<file path="config.mk">
export PLATFORM = sky130hd
export DESIGN_NAME = vga_timing_gen_flat
export DESIGN_NICKNAME = d
export VERILOG_FILES = /design/src/rtl/vga_timing_pkg.sv /design/src/rtl/vga_timing_gen_if.sv /design/src/rtl/sync_delay_line.sv /design/src/rtl/vga_timing_gen.sv /design/src/flat_wrapper.sv
export SDC_FILE = /design/constraint.sdc
export NUM_CORES = 1
export LEC_CHECK = 0
export ABC_AREA = 1
export BUFFER_PORTS_ARGS = -buffer_cell sky130_fd_sc_hd__buf_2
export CAP_MARGIN = 20
export CORE_MARGIN = 10
export CORE_UTILIZATION = 44
export CTS_BUF_LIST = sky130_fd_sc_hd__clkbuf_16
export CTS_CLUSTER_SIZE = 40
export DETAILED_ROUTE_END_ITERATION = 10
export PLACE_DENSITY = 0.76
export SLEW_MARGIN = 10
export SYNTH_ARGS = -nofsm -noshare
export SYNTH_HDL_FRONTEND = slang
export SYNTH_HIERARCHICAL = 1
export SYNTH_SLANG_ARGS = --single-unit
</file>
<file path="constraint.sdc">
create_clock -name vga_clk -period 2.35 [get_ports vga_clk]
set_input_delay 0.235 -clock vga_clk [delete_from_list [all_inputs] [get_ports vga_clk]]
set_output_delay 0.235 -clock vga_clk [all_outputs]
set_load 0.05 [all_outputs]
</file>
<file path="src/rtl/vga_timing_pkg.sv">
`default_nettype none
// ============================================================================
//  Module   : vga_timing_pkg
//  Purpose  : Default 640x480@60 raster constants and small timing helpers.
//  Revision : 1.0
// ============================================================================
package vga_timing_pkg;

    localparam int DEF_H_VISIBLE   = 640;
    localparam int DEF_H_FRONT     = 16;
    localparam int DEF_H_SYNC      = 96;
    localparam int DEF_H_BACK      = 48;
    localparam int DEF_V_VISIBLE   = 480;
    localparam int DEF_V_FRONT     = 10;
    localparam int DEF_V_SYNC      = 2;
    localparam int DEF_V_BACK      = 33;
    localparam bit DEF_SYNC_ACTIVE = 1'b0;
    localparam int DEF_PIPE_DELAY  = 2;

    localparam int H_TOTAL = DEF_H_VISIBLE + DEF_H_FRONT + DEF_H_SYNC + DEF_H_BACK;
    localparam int V_TOTAL = DEF_V_VISIBLE + DEF_V_FRONT + DEF_V_SYNC + DEF_V_BACK;

    localparam int COORD_W     = 10;
    localparam int FRAME_CNT_W = 16;
    localparam int MAX_TOTAL   = 1 << COORD_W;

    function automatic int span_total(input int a, input int b, input int c, input int d);
        return a + b + c + d;
    endfunction

    // True when pos lies in the half-open window [start, start+len)
    function automatic logic in_window(input int pos, input int start, input int len);
        return (pos >= start) && (pos < start + len);
    endfunction

endpackage
`default_nettype wire

</file>
<file path="src/rtl/vga_timing_gen_if.sv">
`default_nettype none
// ============================================================================
//  Module   : vga_timing_gen_if
//  Purpose  : Raster coordinate, blank, sync and strobe bundle.
//  Revision : 1.0
// ============================================================================
interface vga_timing_gen_if;
    import vga_timing_pkg::*;

    logic [COORD_W-1:0]     DrawX;
    logic [COORD_W-1:0]     DrawY;
    logic                   blank;
    logic                   hs;
    logic                   vs;
    logic                   line_start;
    logic                   frame_start;
    logic [FRAME_CNT_W-1:0] frame_count;

    modport master (
        output DrawX, DrawY, blank, hs, vs, line_start, frame_start, frame_count
    );

    modport slave (
        input DrawX, DrawY, blank, hs, vs, line_start, frame_start, frame_count
    );

endinterface
`default_nettype wire

</file>
<file path="src/rtl/sync_delay_line.sv">
`default_nettype none
// ============================================================================
//  Module   : sync_delay_line
//  Purpose  : Fixed-depth shift register, synchronously reset to RESET_VAL.
//  Revision : 1.0
// ============================================================================
module sync_delay_line #(
    parameter int               DEPTH     = 2,
    parameter int               WIDTH     = 2,
    parameter logic [WIDTH-1:0] RESET_VAL = '0
) (
    input  logic             clk,
    input  logic             reset_n,
    input  logic [WIDTH-1:0] din,
    output logic [WIDTH-1:0] dout
);

    generate
        if (DEPTH == 0) begin : g_bypass
            assign dout = din;
        end else begin : g_shift
            logic [WIDTH-1:0] r_stage [DEPTH];

            always_ff @(posedge clk) begin
                if (!reset_n) begin
                    for (int i = 0; i < DEPTH; i++) begin
                        r_stage[i] <= RESET_VAL;
                    end
                end else begin
                    r_stage[0] <= din;
                    for (int i = 1; i < DEPTH; i++) begin
                        r_stage[i] <= r_stage[i-1];
                    end
                end
            end

            assign dout = r_stage[DEPTH-1];
        end
    endgenerate

endmodule
`default_nettype wire

</file>
<file path="src/rtl/vga_timing_gen.sv">
`default_nettype none
// ============================================================================
//  Module   : vga_timing_gen
//  Purpose  : VGA raster counters, blank, delayed hs/vs, strobes, frame count.
//  Revision : 1.0
// ============================================================================
module vga_timing_gen
    import vga_timing_pkg::*;
#(
    parameter int H_VISIBLE   = DEF_H_VISIBLE,
    parameter int H_FRONT     = DEF_H_FRONT,
    parameter int H_SYNC      = DEF_H_SYNC,
    parameter int H_BACK      = DEF_H_BACK,
    parameter int V_VISIBLE   = DEF_V_VISIBLE,
    parameter int V_FRONT     = DEF_V_FRONT,
    parameter int V_SYNC      = DEF_V_SYNC,
    parameter int V_BACK      = DEF_V_BACK,
    parameter bit SYNC_ACTIVE = DEF_SYNC_ACTIVE,
    parameter int PIPE_DELAY  = DEF_PIPE_DELAY
) (
    input  logic             vga_clk,
    input  logic             reset_n,
    vga_timing_gen_if.master vga
);

    localparam int C_H_TOTAL = span_total(H_VISIBLE, H_FRONT, H_SYNC, H_BACK);
    localparam int C_V_TOTAL = span_total(V_VISIBLE, V_FRONT, V_SYNC, V_BACK);
    localparam logic [COORD_W-1:0] C_H_LAST    = COORD_W'(C_H_TOTAL - 1);
    localparam logic [COORD_W-1:0] C_V_LAST    = COORD_W'(C_V_TOTAL - 1);
    localparam logic [1:0]         C_SYNC_IDLE = {2{~SYNC_ACTIVE}};

    generate
        if (C_H_TOTAL > MAX_TOTAL || C_V_TOTAL > MAX_TOTAL) begin : g_bad_total
            $error("vga_timing_gen: H_TOTAL/V_TOTAL exceed coordinate range");
        end
        if (PIPE_DELAY < 0 || PIPE_DELAY > 7) begin : g_bad_delay
            $error("vga_timing_gen: PIPE_DELAY must be within 0..7");
        end
    endgenerate

    logic [COORD_W-1:0]     r_x;
    logic [COORD_W-1:0]     r_y;
    logic [COORD_W-1:0]     w_next_x;
    logic [COORD_W-1:0]     w_next_y;
    logic                   w_x_wrap;
    logic                   w_y_wrap;
    logic                   r_blank;
    logic                   r_line_start;
    logic                   r_frame_start;
    logic [FRAME_CNT_W-1:0] r_frame_count;
    logic [1:0]             w_sync_raw;
    logic [1:0]             r_sync_raw;
    logic [1:0]             w_sync_dly;

    // Everything registered below is derived from next-state counts, so each
    // output describes the coordinate pair it is presented alongside.
    always_comb begin
        w_x_wrap = (r_x == C_H_LAST);
        w_y_wrap = (r_y == C_V_LAST);
        w_next_x = w_x_wrap ? '0 : r_x + COORD_W'(1);
        w_next_y = r_y;
        if (w_x_wrap) begin
            w_next_y = w_y_wrap ? '0 : r_y + COORD_W'(1);
        end
        w_sync_raw[1] = in_window(int'(w_next_x), H_VISIBLE + H_FRONT, H_SYNC)
                        ? SYNC_ACTIVE : ~SYNC_ACTIVE;
        w_sync_raw[0] = in_window(int'(w_next_y), V_VISIBLE + V_FRONT, V_SYNC)
                        ? SYNC_ACTIVE : ~SYNC_ACTIVE;
    end

    always_ff @(posedge vga_clk) begin
        if (!reset_n) begin
            r_x           <= '0;
            r_y           <= '0;
            r_blank       <= 1'b1;
            r_line_start  <= 1'b0;
            r_frame_start <= 1'b0;
            r_frame_count <= '0;
            r_sync_raw    <= C_SYNC_IDLE;
        end else begin
            r_x           <= w_next_x;
            r_y           <= w_next_y;
            r_blank       <= (int'(w_next_x) < H_VISIBLE) && (int'(w_next_y) < V_VISIBLE);
            r_line_start  <= w_x_wrap;
            r_frame_start <= w_x_wrap && w_y_wrap;
            r_sync_raw    <= w_sync_raw;
            if (w_x_wrap && w_y_wrap) begin
                r_frame_count <= r_frame_count + FRAME_CNT_W'(1);
            end
        end
    end

    // Extra stages align hs/vs with the render stage's registered colour.
    sync_delay_line #(
        .DEPTH     (PIPE_DELAY),
        .WIDTH     (2),
        .RESET_VAL (C_SYNC_IDLE)
    ) u_sync_delay (
        .clk     (vga_clk),
        .reset_n (reset_n),
        .din     (r_sync_raw),
        .dout    (w_sync_dly)
    );

    assign vga.DrawX       = r_x;
    assign vga.DrawY       = r_y;
    assign vga.blank       = r_blank;
    assign vga.hs          = w_sync_dly[1];
    assign vga.vs          = w_sync_dly[0];
    assign vga.line_start  = r_line_start;
    assign vga.frame_start = r_frame_start;
    assign vga.frame_count = r_frame_count;

endmodule
`default_nettype wire

</file>
<file path="src/flat_wrapper.sv">
// flat-port wrapper written by rule: the top's interface ports become plain ports
module vga_timing_gen_flat import vga_timing_pkg::*;
#(
    parameter int H_VISIBLE   = DEF_H_VISIBLE,
    parameter int H_FRONT     = DEF_H_FRONT,
    parameter int H_SYNC      = DEF_H_SYNC,
    parameter int H_BACK      = DEF_H_BACK,
    parameter int V_VISIBLE   = DEF_V_VISIBLE,
    parameter int V_FRONT     = DEF_V_FRONT,
    parameter int V_SYNC      = DEF_V_SYNC,
    parameter int V_BACK      = DEF_V_BACK,
    parameter bit SYNC_ACTIVE = DEF_SYNC_ACTIVE,
    parameter int PIPE_DELAY  = DEF_PIPE_DELAY
)
  (vga_clk, reset_n, vga_DrawX, vga_DrawY, vga_blank, vga_hs, vga_vs, vga_line_start, vga_frame_start, vga_frame_count);
  vga_timing_gen_if vga_i ();
  input  logic vga_clk;
  input  logic reset_n;
  output wire logic [$bits(vga_i.DrawX)-1:0] vga_DrawX;
  output wire logic [$bits(vga_i.DrawY)-1:0] vga_DrawY;
  output wire logic [$bits(vga_i.blank)-1:0] vga_blank;
  output wire logic [$bits(vga_i.hs)-1:0] vga_hs;
  output wire logic [$bits(vga_i.vs)-1:0] vga_vs;
  output wire logic [$bits(vga_i.line_start)-1:0] vga_line_start;
  output wire logic [$bits(vga_i.frame_start)-1:0] vga_frame_start;
  output wire logic [$bits(vga_i.frame_count)-1:0] vga_frame_count;
  assign vga_DrawX = vga_i.DrawX;
  assign vga_DrawY = vga_i.DrawY;
  assign vga_blank = vga_i.blank;
  assign vga_hs = vga_i.hs;
  assign vga_vs = vga_i.vs;
  assign vga_line_start = vga_i.line_start;
  assign vga_frame_start = vga_i.frame_start;
  assign vga_frame_count = vga_i.frame_count;
  vga_timing_gen #(.H_VISIBLE(H_VISIBLE), .H_FRONT(H_FRONT), .H_SYNC(H_SYNC), .H_BACK(H_BACK), .V_VISIBLE(V_VISIBLE), .V_FRONT(V_FRONT), .V_SYNC(V_SYNC), .V_BACK(V_BACK), .SYNC_ACTIVE(SYNC_ACTIVE), .PIPE_DELAY(PIPE_DELAY)) u_core (.vga_clk(vga_clk), .reset_n(reset_n), .vga(vga_i));
endmodule
</file>
==> results list, run 1 <==
- Status: complete, no violations
* Cell chosen for the clock root: clkbuf_16
* Synth Net Count: between 300 and 400
* Number of cells on the worst reg-to-reg path: 10
- Across all hold checks on the routed design, the worst slack comes to ~250 ps.
* Capture endpoint of the worst hold path: u_core/u_sync_delay/g_shift.r_stage[0][2]$_SDFF_PN1_
- At the later pin of the worst-skew pair, clock insertion delay measures ~280 ps.
- The slowest stage of the critical path belongs to the cell dfxtp_1.
- Across the VDD grid, the largest voltage drop is around 0.55 mV.
* Worst Clk Skew: 3.47 ps
- Post-synthesis cell type with the largest combined area: dfxtp_1
* Crit-path max cell delay: roughly 400 ps
- Antenna violations before repair: 0
* Power density cells: slightly above 600 nW/um2
- Worst reg2reg endpoint: u_core/vga.frame_count[5]$_SDFFE_PN0P_
- In this run the register-to-register setup slack is 250 ps.
- The first global-routing pass estimated about 10,000 um of wire.
* # nets final: ~400
- The signal on the critical path passes through ha_1, nand2_2, nor2_4, inv_2, nor2_8, inv_2, nor2_4, inv_2, nand2_1, a21oi_1.
* PortBufs: 42
- Num Clock Sinks: 45
* Data required time at the worst endpoint: ~2500 ps
* Setup repair after global routing missed its margin: no
* Syn. warnings: 6
- The layout has 501 filler cells.
- Setup violations remaining at the end of the flow were counted as 0.
- Total met2 wirelength after detailed routing: 2900 um
* Most prevalent standard cell on the critical path: inv_2
- Reg-to-reg critical path startpoint: u_core/vga.DrawX[0]$_SDFF_PN0_
* Total leakage power: 0.00128 uW
* Critical-path maximum fanout: 17
- Post-CTS repair changed the size of 0 cells.
- Using the TritonRoute via totals, the vias-per-cell ratio works out to just over 5.
- The critical path starts at u_core/vga.DrawX[0]$_SDFF_PN0_.
- Before antenna repair, the detailed router went through 4 iterations.
- Data on the critical path arrives at its endpoint at ~2300 ps.
- Average size of a mapped cell: between 6 and 7 um2
- Headroom to the max-slew limit: ~70%
* Biggest area contributors in the synthesized netlist: dfxtp_1 38%, nand2_1 15%, nor2_1 9.0%
- The highest layer touched by signal routing is met4.
- Wire length on met3: ~460 um
- Area fraction of the dominant cell type after synthesis: a little under two fifths
- The H-tree was split into 2 levels.
* DIE WIDTH: about 93 um
- Number of flip-flops and latches in the synthesized netlist: 45
- Summing the sequential cell areas from Yosys gives 38.0% of the chip area.
* Largest net degree at the start of global routing: 18
- DIE AREA: approximately 8700 um2
- For this block, the routed nets add up to between 6000 and 7000 um of wire.
- Together, buffers and inverters on the worst path number 3.
* Post-CTS clock slew at the launch and capture registers of the worst setup and hold paths: ~60 ps
- Diodes inserted: 0
- After detailed routing, the number of remaining DRC violations is 0.
* Number of buffers on the longest clock path: 2
- The detailed router put a total of 2630 um of wire on met1.
- The number of max-slew violations in the final report was 0.
- The number of different library cells used by synthesis comes to 31.
- Chip Height: ~93 um
- Cell family contributing the most delay on the critical path: simple AND/OR/NAND/NOR gates
* Post-CTS setup-driven buffer insertion count: 0
- The worst setup path is captured at a flop.
- The area growth from synthesis to layout is 18.5%.
* Layout cells sized above 1: around 16%
- Slew at the pin closest to its max-slew limit: approximately 460 ps
* Nature of the critical path startpoint: flop
- Wirelength per Cell: roughly 13 um
- Detailed placement ended at an HPWL of 4380 um.
- The detailed router finished its first iteration with approximately 180 violations.
* Number of placement rows: 26
- Max-capacitance violation count: 0
* Post-route clock period utilization: between 80 and 90%
- The worst hold path begins at reset_n.
* Number of primary I/O pins: 43
* Worst hold stages: 2
- RD Place Congestion: 0.903
- Overall overflow remaining after global route: 0
- TritonCTS clock tree: built
- Number of global-route vias before repair: 2,209
- The number of hold buffers added after CTS was 0.
- Initial standard-cell utilization of the core: between 40% and 50%
* Critical setup path kind: flop to flop
* Maximum clock frequency: roughly 480 MHz
- Count of vias placed by the detailed router: 2,368
- All-layer global routing usage: between 10 and 15%
- Number of instances in the synthesized netlist: approximately 350
- Clock tree synthesis inserted a total of 5 buffers.
- Hold Crit Class: input pin to flop
* Tmin final: 2100 ps
- Setup TNS: 0 ps
- Hold Violations, Final: 0
- The mapped netlist covers 2370 um2.
* Core Footprint: a little over 5000 um2
* Post-route antenna net violation count: 0
==> worst max path at each step <==
stage,end,depth (start not counted)
2_1_floorplan,u_core/r_sync_raw[0]$_SDFF_PN1_,11
3_3_place_gp,u_core/vga.frame_count[11]$_SDFFE_PN0P_,10
3_5_place_dp,u_core/vga.frame_count[5]$_SDFFE_PN0P_,10
4_1_cts,u_core/vga.frame_count[5]$_SDFFE_PN0P_,10
5_1_grt,u_core/vga.frame_count[5]$_SDFFE_PN0P_,10
6_report,u_core/vga.frame_count[5]$_SDFFE_PN0P_,10
==> report_power, final <==
| group | switching, uW | internal, uW | leakage, uW | total [uW] |
|---|---|---|---|---|
| registers | 5.05 | 767 | 0.000363 | 772 |
| logic | 34.2 | 8.47 | 0.000824 | 42.7 |
| clock network | 281 | 607 | 0.0000938 | 888 |
==> cell families after synthesis <==
| family | synth area share (%) |
|---|---|
| flip-flops | 38.0 |
| AND/OR/NAND/NOR | 37.9 |
| buffers and inverters | 10.2 |
| XOR/XNOR | 4.44 |
| AO/OA/AOI/OAI | 6.81 |
| adder cells (fa/ha/maj) | 2.64 |
==> layer usage <==
layer  up-vias  GRT usage [%]
met5         -              0
met4         0           4.50
met3        12           4.32
met2        89           23.2
met1      1075           17.4
li1       1192              -
==> cells in the final DEF (no fill, tap or decap), drive strengths merged, types with 7 or more instances in the layout <==
master  instances
o21ai           8
buf            43
nand4           7
nor3            9
a21oi          17
nand2          96
nand3          28
inv            49
nor2           61
dfxtp          45
==> Yosys cell counts <==
| master | number |
|---|---|
| a211oi_1 | 2 |
| a21oi_1 | 16 |
| a21oi_2 | 1 |
| a31o_2 | 1 |
| and3_1 | 1 |
| buf_1 | 2 |
| buf_2 | 1 |
| buf_4 | 2 |
| buf_6 | 1 |
| buf_8 | 1 |
| clkbuf_1 | 1 |
| dfxtp_1 | 45 |
| ha_1 | 5 |
| inv_1 | 46 |
| inv_2 | 3 |
| nand2_1 | 94 |
| nand2_2 | 2 |
| nand3_1 | 28 |
| nand3b_1 | 1 |
| nand4_1 | 7 |
| nor2_1 | 57 |
| nor2_4 | 3 |
| nor2_8 | 1 |
| nor3_1 | 9 |
| nor3b_1 | 2 |
| o2111ai_1 | 1 |
| o21ai_0 | 7 |
| o21ai_1 | 1 |
| or2_2 | 1 |
| xnor2_1 | 6 |
| xor2_1 | 6 |
==> area by class of cell <==
type                            count  area (um2)  share of cell area (%)
Tap cell                           70        87.6                    3.12
Clock inverter                      3        65.1                    2.32
Timing Repair Buffer               43         218                    7.76
Multi-Input combinational cell    252        1230                    43.7
Inverter                           49         184                    6.55
Clock buffer                        5         125                    4.46
Sequential cell                    45         901                    32.1
==> per-stage QoR <==
| step | power (uW) | instance area (um2) | util [%] | std cells | setup WS (ps) |
|---|---|---|---|---|---|
| global placement | 831 | 2620 | 50.6 | 459 | 412 |
| global route | 1750 | 2810 | 54.3 | 467 | 61.9 |
| CTS | 1720 | 2810 | 54.3 | 467 | 258 |
| finish | 1700 | 2810 | 54.3 | 467 | 253 |
| floorplan | 818 | 2370 | - | 354 | 236 |
| detailed placement | 832 | 2620 | 50.6 | 459 | 310 |
==> registers in the layout (all words and copies together), names as in the netlist <==
signal and cells:
u_core/vga.frame_count 16, u_core/vga.DrawX 10, u_core/vga.DrawY 10, u_core/u_sync_delay/g_shift.r_stage 4, u_core/r_sync_raw 2, u_core/vga.blank 1
u_core/vga.frame_start 1, u_core/vga.line_start 1
(Power assumes the default switching activity.)
==> run 2, diff against run 1 <==
SYNTH_HIERARCHICAL = not set   (was 1)
==> run 2 against run 1 <==
Against the previous run: sequential share of layout area barely moved; critical path type unchanged; synthesized cell count is 0.28% lower; fmax up 16%; combinational power increased by 3%; clock-buffer cell count stayed put; final area about the same; non-clock buffer count unchanged; clock skew up 1.1 ps; highest routed layer unchanged; final cell count is 0.64% higher.
==> results list, run 2 <==
- Hold repair after CTS inserted 0 buffers.
* Number of buffers on the longest clock path: 2
* TritonCTS clock tree: built
- The root buffer cell chosen for the clock tree is clkbuf_16.
- Wire length of the first global-routing pass: 10,100 um
- In the final timing run, aggregate negative setup slack is 0 ps.
- For this run, design rule violations remaining after detail routing come to 0.
- The tool flagged a number of max-cap violations equal to 0.
- IR analysis of the VDD net gives a maximum drop of 0.435 mV.
* Area fraction of the dominant cell type after synthesis: around two fifths
- After global routing the overflow that remains totals 0.
* Final Core Density: a little over half
* Number of flip-flops and latches in the synthesized netlist: 45
- In this run the worst path has a maximum fanout of 6.
- Antenna violations before repair: 0
- The worst hold path belongs to the class input pin to flop.
* Predominant post-synthesis flop cell: dfxtp_1
* Core Footprint: a little over 5000 um2
- PortBufs: between 40 and 50
* Crit end category: flop
* Post-CTS setup-driven buffer insertion count: 0
- Broken down by cell family, the worst path's largest delay share belongs to simple AND/OR/NAND/NOR gates.
- Setup violations remaining at the end of the flow were counted as 0.
* Data required time at the worst endpoint: roughly 2500 ps
* DIE AREA: between 8000 and 9000 um2
* Cell Area, Synth: around 2400 um2
* Number of primary I/O pins: 43
- Data arrival time of the critical path: 1990 ps
- The count of nets left with antenna violations once routing finished came out at 0.
- Layout Cells excl Fill: 470
- The number of placed instances, taps included, is 462.
* Layout cells sized above 1: between 10% and 20%
- Post-route clock period utilization: about 77%
- Entering global routing, the biggest net connects 30 pins.
* Sequential fraction of the synthesis area: a little under two fifths
* RD Place Congestion: between 0.9 and 1
* # nets final: 406
* Resized Gates After CTS: 0
- In this run the power density over the cells is between 500 and 600 nW/um2.
- Hold Violations, Final: 0
* DIE WIDTH: ~93 um
* Half-perimeter wire length of the detailed placement result: roughly 4600 um
- Maximum clock frequency: between 500 and 600 MHz
- For this configuration, the core starts out at a cell density of ~46%.
* Tmin final: between 1500 and 2000 ps
- Leaving out fill and tap cells, the most frequent cell in the layout is nand2_1.
- The routed design has 5850 um of wire.
* Register-to-register path setup slack: roughly 540 ps
* Number of instances in the synthesized netlist: between 300 and 400
- P&R area growth vs syn: 19.2%
- Yosys mapped a number of flops with a built-in enable equal to 0.
- Critical setup path kind: flop to flop
- In the synthesized netlist the async set-or-reset flop fraction comes to 0%.
* DRC marker count from the first detailed-route iteration: ~140
- Count of vias placed by the detailed router: 2,311
* Worst Clk Skew: roughly 4.6 ps
- Using the TritonRoute via totals, the vias-per-cell ratio works out to 4.92.
* Most repeated cell in the gate-level netlist after synthesis: nand2_1
- Setup repair after global routing missed its margin: no
- The number of antenna diodes in the final layout is 0.
- Post-synthesis cell type with the largest combined area: dfxtp_1
- Traced cell by cell, the critical path runs through ha_1, nand3_1, nor2_4, nand2_2, nor2_1, nand2_1, nor2_4, nand3_1, nand2_1, a21oi_1.
- Latest clock arrival within the worst-skew pair: 280 ps
* Clock H-tree levels: 2
- Num Clock Sinks: 45
- Buffer and inverter count on the worst path: 0
* Most frequent cells after synthesis: 98 x nand2_1, 51 x nor2_1, 45 x dfxtp_1
- Among all stages on the critical path, the largest delay is contributed by dfxtp_1.
* Crit-path max cell delay: 390 ps
* Chip Height: just over 90 um
* Commonest non-fill, non-tap cells in the layout: 98 x nand2_1, 51 x nor2_1, 45 x dfxtp_1, 42 x inv_1, 42 x buf_2
- Number of placement rows: 26
- The first detailed-routing pass ran for 5 iterations.
- TritonCTS Buffers: 5
* Synth Net Count: 360
- Number of slew-limit violations in the final report: 0
* All-layer global routing usage: between 10 and 15%
* Average size of a mapped cell: 6.67 um2
- Headroom to the max-slew limit: between 70 and 80%
- Across all hold checks on the routed design, the worst slack comes to roughly 260 ps.
* Syn. warnings: 0
- Slew at the pin closest to its max-slew limit: 360 ps
* Number of flip-flops under the largest register name: 16
- Yosys mapped the design onto 27 distinct sky130hd cell types.
* Wirelength per Cell: 12.4 um
* Post-CTS clock slew at the launch and capture registers of the worst setup and hold paths: roughly 60 ps
- Biggest area contributors in the synthesized netlist: dfxtp_1 38%, nand2_1 16%, nor2_1 8.1%
- The analysis attributes to cell leakage a power of roughly 0.0012 uW.
- Nature of the critical path startpoint: flop
* Status: complete, no violations
- The via count of the first global-routing pass came to about 2,200.
## run 2: area by class of cell
cell class              count  area, um2
fillers                   537       2330
inverters                  43        161
flip-flops and latches     45        901
clock inverters             3       37.5
well taps                  70       87.6
multi-input cells         261       1270
repair buffers             43        218
clock buffers               5        125
## run 2: kinds of logic (layout without fill, tap and decap cells)
logic type	after synthesis	in the layout	synth area share, %
simple gates	218	218	41.8
buf+inv	47	94	7.55
compound gates	30	30	6.75
fa+ha+maj	5	5	2.66
xor+xnor	8	8	2.98
flops	45	45	38.3
## run 2: per-stage QoR
stage / power (uW) / setup slack, ps / cell area [um2]
after floorplan: 821 / 364 / 2350
final: 1590 / 535 / 2810
after detailed placement: 833 / 530 / 2640
after CTS: 1600 / 513 / 2810
after global routing: 1630 / 259 / 2810
after global placement: 832 / 595 / 2640
## run 2: final timing paths
path,cells after the start,to,from
max,10,u_core.vga.frame_count[7]$_SDFFE_PN0P_,u_core.vga.DrawX[0]$_SDFF_PN0_
min,2,u_core.vga.blank$_SDFF_PN1_,reset_n
max reg2reg,10,u_core.vga.frame_count[7]$_SDFFE_PN0P_,u_core.vga.DrawX[0]$_SDFF_PN0_
min reg2reg,1,u_core.u_sync_delay.g_shift.r_stage[0][1]$_SDFF_PN1_,u_core.r_sync_raw[1]$_SDFF_PN1_
## run 2: routing by layer
layer  wire (um)  vias to the layer above  GRT usage [%]
met5           0                        -              0
met2        2820                       56           23.7
met4          51                        0           4.37
met3         373                        5           4.16
li1            -                     1216              -
met1        2600                     1034           16.5
## run 2: power breakdown
group          internal [uW]  leakage, uW  switching [uW]
clock network            494    0.0000826             277
logic                   9.26     0.000798            34.5
registers                767     0.000363            5.12
